<file path="src/rtl/logic_eval_pipe.sv">
// logic_eval_pipe: two-stage elastic pipeline evaluating g/h/f over WIDTH-bit operands
// with a saturating count of transferred non-zero results.
module logic_eval_pipe #(
  parameter int WIDTH = 4,
  parameter int CNT_W = 16
) (
  input  logic             clk,
  input  logic             rst_n,
  input  logic             in_valid,
  output logic             in_ready,
  input  logic [WIDTH-1:0] x1,
  input  logic [WIDTH-1:0] x2,
  input  logic [WIDTH-1:0] x3,
  input  logic [WIDTH-1:0] x4,
  input  logic [1:0]       mode,
  output logic             out_valid,
  input  logic             out_ready,
  output logic [WIDTH-1:0] f,
  output logic [WIDTH-1:0] g,
  output logic [WIDTH-1:0] h,
  input  logic             cnt_clr,
  output logic [CNT_W-1:0] match_cnt
);
  logic             s1_valid;
  logic [WIDTH-1:0] r1, r2, r3, r4;
  logic [1:0]       r_mode;
  logic             s2_load, accept;
  logic [WIDTH-1:0] g_n, h_n, f_n;

  assign s2_load  = !out_valid || out_ready;
  assign in_ready = !s1_valid || s2_load;
  assign accept   = in_valid && in_ready;

  always_comb begin
    g_n = (r1 & r3) | (r2 & r4);
    h_n = (r1 | r3) & (r2 | r4);
    f_n = r_mode == 2'b00 ? (g_n | h_n) :
          r_mode == 2'b01 ? (g_n & h_n) :
          r_mode == 2'b10 ? (g_n ^ h_n) : ~(g_n | h_n);
  end

  always_ff @(posedge clk or negedge rst_n) begin
    if (!rst_n) begin
      s1_valid  <= 1'b0;
      r1        <= '0;
      r2        <= '0;
      r3        <= '0;
      r4        <= '0;
      r_mode    <= '0;
      out_valid <= 1'b0;
      f         <= '0;
      g         <= '0;
      h         <= '0;
      match_cnt <= '0;
    end else begin
      if (accept) begin
        r1       <= x1;
        r2       <= x2;
        r3       <= x3;
        r4       <= x4;
        r_mode   <= mode;
        s1_valid <= 1'b1;
      end else if (s2_load) begin
        s1_valid <= 1'b0;
      end
      if (s2_load) begin
        out_valid <= s1_valid;
        if (s1_valid) begin
          f <= f_n;
          g <= g_n;
          h <= h_n;
        end
      end
      // clear wins over a same-cycle counting transfer
      if (cnt_clr)
        match_cnt <= '0;
      else if (out_valid && out_ready && |f && match_cnt != '1)
        match_cnt <= match_cnt + 1'b1;
    end
  end
endmodule

</file>
<file path="config.mk">
export PLATFORM = sky130hd
export DESIGN_NAME = logic_eval_pipe
export DESIGN_NICKNAME = d
export VERILOG_FILES = /design/src/rtl/logic_eval_pipe.sv
export SDC_FILE = /design/constraint.sdc
export NUM_CORES = 1
export LEC_CHECK = 0
export CAP_MARGIN = 20
export CORE_ASPECT_RATIO = 0.9
export CORE_MARGIN = 2
export CORE_UTILIZATION = 54
export CTS_BUF_LIST = sky130_fd_sc_hd__clkbuf_16
export DETAILED_ROUTE_END_ITERATION = 12
export PLACE_DENSITY_LB_ADDON = 0.12
export SYNTH_ARGS = -nofsm -noshare
export SYNTH_HDL_FRONTEND = slang
export SYNTH_SLANG_ARGS = --single-unit
</file>
<file path="constraint.sdc">
create_clock -name clk -period 4.3 [get_ports clk]
set_input_delay 0.86 -clock clk [delete_from_list [all_inputs] [get_ports clk]]
set_output_delay 0.86 -clock clk [all_outputs]
set_load 0.03 [all_outputs]
</file>
Yosys cells after proc, flatten, opt, wreduce, memory -nomap -nowiden
Cells that the tools add are included.

Add/sub/neg operators: 1. Equality and inequality tests: 3. Muxes and demuxes: 7. Bitwise logic cells: 10. Reduce and logical (&&, ||, !) cells: 13.

Operator list (number): two-way mux 16 bit (2); adder 16 x 1 -> 16 bit (second input constant) (1); AND 4 bit (4); != test 16 bit (second input constant) (1); bitwise OR 4 bit (4); two-way mux 4 bit (3); logical AND 1 bit (4); NOT 4 bit (1); nonzero test 2 bit (2); OR reduction 4 bit (1); XOR 4 bit (1); == test 2 x 1 -> 1 bit (second input constant) (1); == test 2 bit (second input constant) (1); logical NOT 1 bit (2); logical NOT 2 bit (1); logical OR 1 bit (2); two-way mux 1 bit (2); AND reduction 2 bit (1).

Register bits: 48. Input port bits: 23. Logic and storage cells: 45.

Longest topological paths before layout
Depth after elaboration: 7. Mapped depth: 7.

Worst setup path before layout
No wires, ideal clock.

Kind: input-to-reg. From: in out_ready. To: reg r1[0]. Setup time: 0.125 ns. Arrival time: 2.318 ns. Required time: 4.175 ns. Path slack: 1.857 ns. Cell stages on the path: 4. Path through: nand3b_1 nand2_1 clkbuf_1 mux2_2.

Cells in the longest elaborated chain, start to end: 3.

Ends and longest elaborated chain: start, declared (RTL line 17) `input logic out_ready,`; logical OR 1 bit (RTL line 30) `assign s2_load = !out_valid || out_ready;`; logical OR 1 bit (RTL line 31) `assign in_ready = !s1_valid || s2_load;`; logical AND 1 bit (RTL line 32) `assign accept = in_valid && in_ready;`; end signal, assigned (RTL line 45) `r1 <= '0;`; end signal, assigned (RTL line 57) `r1 <= x1;`; end, declared (RTL line 25) `logic [WIDTH-1:0] r1, r2, r3, r4;`.

No other way between the ends. A chain may end at the register's enable or synchronous reset.

Worst setup path in the final report
From: in out_ready. To: out in_ready.

Cells in the longest elaborated chain, start to end: 2.

Ends and longest elaborated chain: logical OR 1 bit (RTL line 30); logical OR 1 bit (RTL line 31); end, declared (RTL line 10) `output logic in_ready,`.

No other way between the ends.

==> results_dict.tcl <==
set metrics [dict create \
    synth_top_family_by_area "simple AND/OR/NAND/NOR gates" \
    antenna_cells 0 \
    postCtsResizedCells 0 \
    dp_hpwl_mm 3.526 \
    synth.mux.area_fraction_pct 10.52 \
    setup_ws_ns 1.201 \
    hp-class "primary input to async pin" \
    rsz0062_at_grt "no" \
    cts_hold_buf 0 \
    drive_above_1_share_pct 10.65 \
    boundaryPins 53 \
    use_met2_pct 33.93 \
    crit_arrival_ns 2.24 \
    synth_edf_count 0 \
    yosys.area_share.simple_pct 17.71 \
    gp_congestion 0.7896 \
    synth_area_um2 2402 \
    grt_util_all_layers_pct 22.70 \
    async_reset_ff_share_pct 100.0 \
    total_power_mw 1.288 \
    drt-initial-drc-count 157 \
    synthAdderAreaFrac_pct 4.688 \
    min_period_over_period_pct 72.07 \
    p_leak_nw 1.294 \
    die_w_um 74.31 \
    htreeDepth 2 \
    synthToLayoutAreaGrowth_pct 30.05 \
    start_kind "primary input" \
    antenna_found_initial 0 \
    synth.avg_cell_area_um2 10.09 \
    run_status "complete, no violations" \
    cp.required_ns 3.44 \
    grt_max_degree 49 \
    synthFlopType "dfrtp_1" \
    grt_pass1_vias 1743 \
    ys_seq_elements 48 \
    firstDrtPassIters 4 \
    use_met3_pct 4.627 \
    timing.rr.end "match_cnt[14]" \
    start_util_pct 57.42 \
    nets 322 \
    reg2reg_slack_ns 2.11 \
    io_buffers 52 \
    skew_ns 0.005906 \
    die_y_um 67.28 \
    cts_tree "done" \
    synth_cells 238 \
    synth_compound_area_share_pct 13.59 \
    pwr_density_cell_nw_per_um2 412.3 \
    slew-limit-headroom_pct 46.96 \
    tightestPinTransition_ns 0.7937 \
    cts.path.max_buffers 2 \
    r2r.worst_path.cells 5 \
    post-route-min-period_ns 3.099 \
    hold_viol_final 0 \
    routed_wl_mm 5.188 \
    maxCapViolCount 0 \
    core_area_um2 4184 \
    ant_nets 0 \
    remaining_drc_errors 0 \
    seq_area_frac_synth_pct 50.00 \
    worstPathMaxFanout 4 \
    setup_violations 0 \
    via_per_inst 5.638 \
    worstSetupEndpointType "output port" \
    synthXorXnorAreaFrac_pct 0 \
    use_met1_pct 34.46 \
    grt_first_pass_wirelength_mm 8.556 \
    holdWs_ns 0.3978 \
    fmax_ghz 0.3227 \
    rows 22 \
    crit_type "primary input to output port" \
    final_max_slew_viol_count 0 \
    synth.distinct_cells 36 \
    synth_fp_nets 270 \
    dieArea_um2 4999 \
    num_vias 1979 \
    cts_setup_buffers 0 \
    cts_root_buf "clkbuf_16" \
    seq_area_um2 1201 \
    top_usage_layer "met1" \
    worstSkewPairLatency_ns 0.28 \
    multiInputGateArea_um2 1117 \
    numClockSinks 48 \
    post_drt_wl_per_cell_um 14.78 \
    peakVddDrop_uv 279.1 \
    clk_pin_slew_ns 0.06 \
    finalSetupTns_ns 0 \
    ys_warn_count 0 \
    timing.rr.start "match_cnt[0]" \
    grt_overflow 0 \
    numCtsBuffers 5 \
    fillerInstances 312 \
    post-place-ws_ns 1.202 \
]
## metrics by stage
step | utilization [%] | cell area (um2) | std cells
6_report | 74.67 | 3124 | 351
5_1_grt | 74.67 | 3124 | 351
4_1_cts | 74.19 | 3104 | 350
3_5_place_dp | 70.87 | 2965 | 342
3_3_place_gp | 70.87 | 2965 | 342
2_1_floorplan | - | 2402 | 238
## cells in the final DEF (no fill, tap or decap), types with 6 or more instances in the layout
cell type | Yosys | layout
nand2_1 | 29 | 29
clkdlybuf4s50_1 | 0 | 51
inv_1 | 13 | 13
ha_1 | 9 | 9
mux2_2 | 18 | 18
o21ai_0 | 26 | 26
a21oi_1 | 11 | 11
or3_1 | 6 | 6
nand3_1 | 6 | 6
or4_1 | 7 | 7
dfrtp_1 | 48 | 48
## synthesized netlist by cell type, types with 2 or more instances
cell      instances  area share, %
and2_1            3           0.78
nand2_1          29            4.5
inv_1            13            2.0
clkbuf_1          8            1.3
or4_1             7            2.2
mux2_2           18            8.4
o21ai_0          26            5.4
o22ai_1           5            1.3
nor2b_1           2           0.52
nor3_1            2           0.42
nand4_1           5            1.3
nor4_1            4            1.0
or3_1             6            1.6
ha_1              9            4.7
a22oi_1           4            1.3
and3_1            2           0.52
nand2b_1          3           0.78
mux2i_1           5            2.1
o31ai_1           4            1.3
o21ai_1           2           0.42
nor2_1            4           0.62
dfrtp_1          48             50
a21oi_1          11            2.3
nand3_1           6            1.3
## per-layer routing
layer | part of all wire [%] | vias to the layer above
met5 | 0 | -
met4 | 0.87 | 0
met3 | 3.7 | 5
met2 | 46 | 45
met1 | 49 | 952
li1 | - | 977
## critical path, stage by stage
cell and delay [ns]:
clkdlybuf4s50_1 0.51, nand3b_1 0.17, clkdlybuf4s50_1 0.69
## worst max path at each step
stage	cells past startpoint	endpoint	slack (ns)	start
global placement	3	in_ready	1.24	out_ready
finish	3	in_ready	1.20	out_ready
floorplan	4	r1[0]	1.86	out_ready
detailed placement	3	in_ready	1.20	out_ready
CTS	3	in_ready	1.19	out_ready
global route	3	in_ready	1.16	out_ready
## report_power, final
| part | internal, mW | switching, mW | leakage, nW |
|---|---|---|---|
| Clock | 0.211 | 0.156 | 0.0710 |
| Combinational | 0.159 | 0.193 | 0.622 |
| Sequential | 0.513 | 0.0553 | 0.601 |
| Total | 0.883 | 0.405 | 1.29 |
## cell type report
cell class | instances | area share [%]
clock buffer | 5 | 4.005
clock inverter | 3 | 0.4405
inverter | 13 | 1.562
multi-input combinational | 168 | 35.76
sequential | 48 | 38.45
tap | 60 | 2.403
timing repair buffer | 54 | 17.38
## registers in the layout, indices dropped and copies added (netlist names)
signal,flops
match_cnt,16
f,4
g,4
h,4
r1,4
r2,4
r3,4
r4,4
r_mode,2
out_valid,1
s1_valid,1
## cells by family after synthesis
logic type / Yosys count
AND/OR/NAND/NOR: 79
AO/OA/AOI/OAI: 57
flip-flops: 48
multiplexers: 23
buffers and inverters: 22
adder cells (fa/ha/maj): 9
No activity file was read; power rests on OpenSTA's default activity.
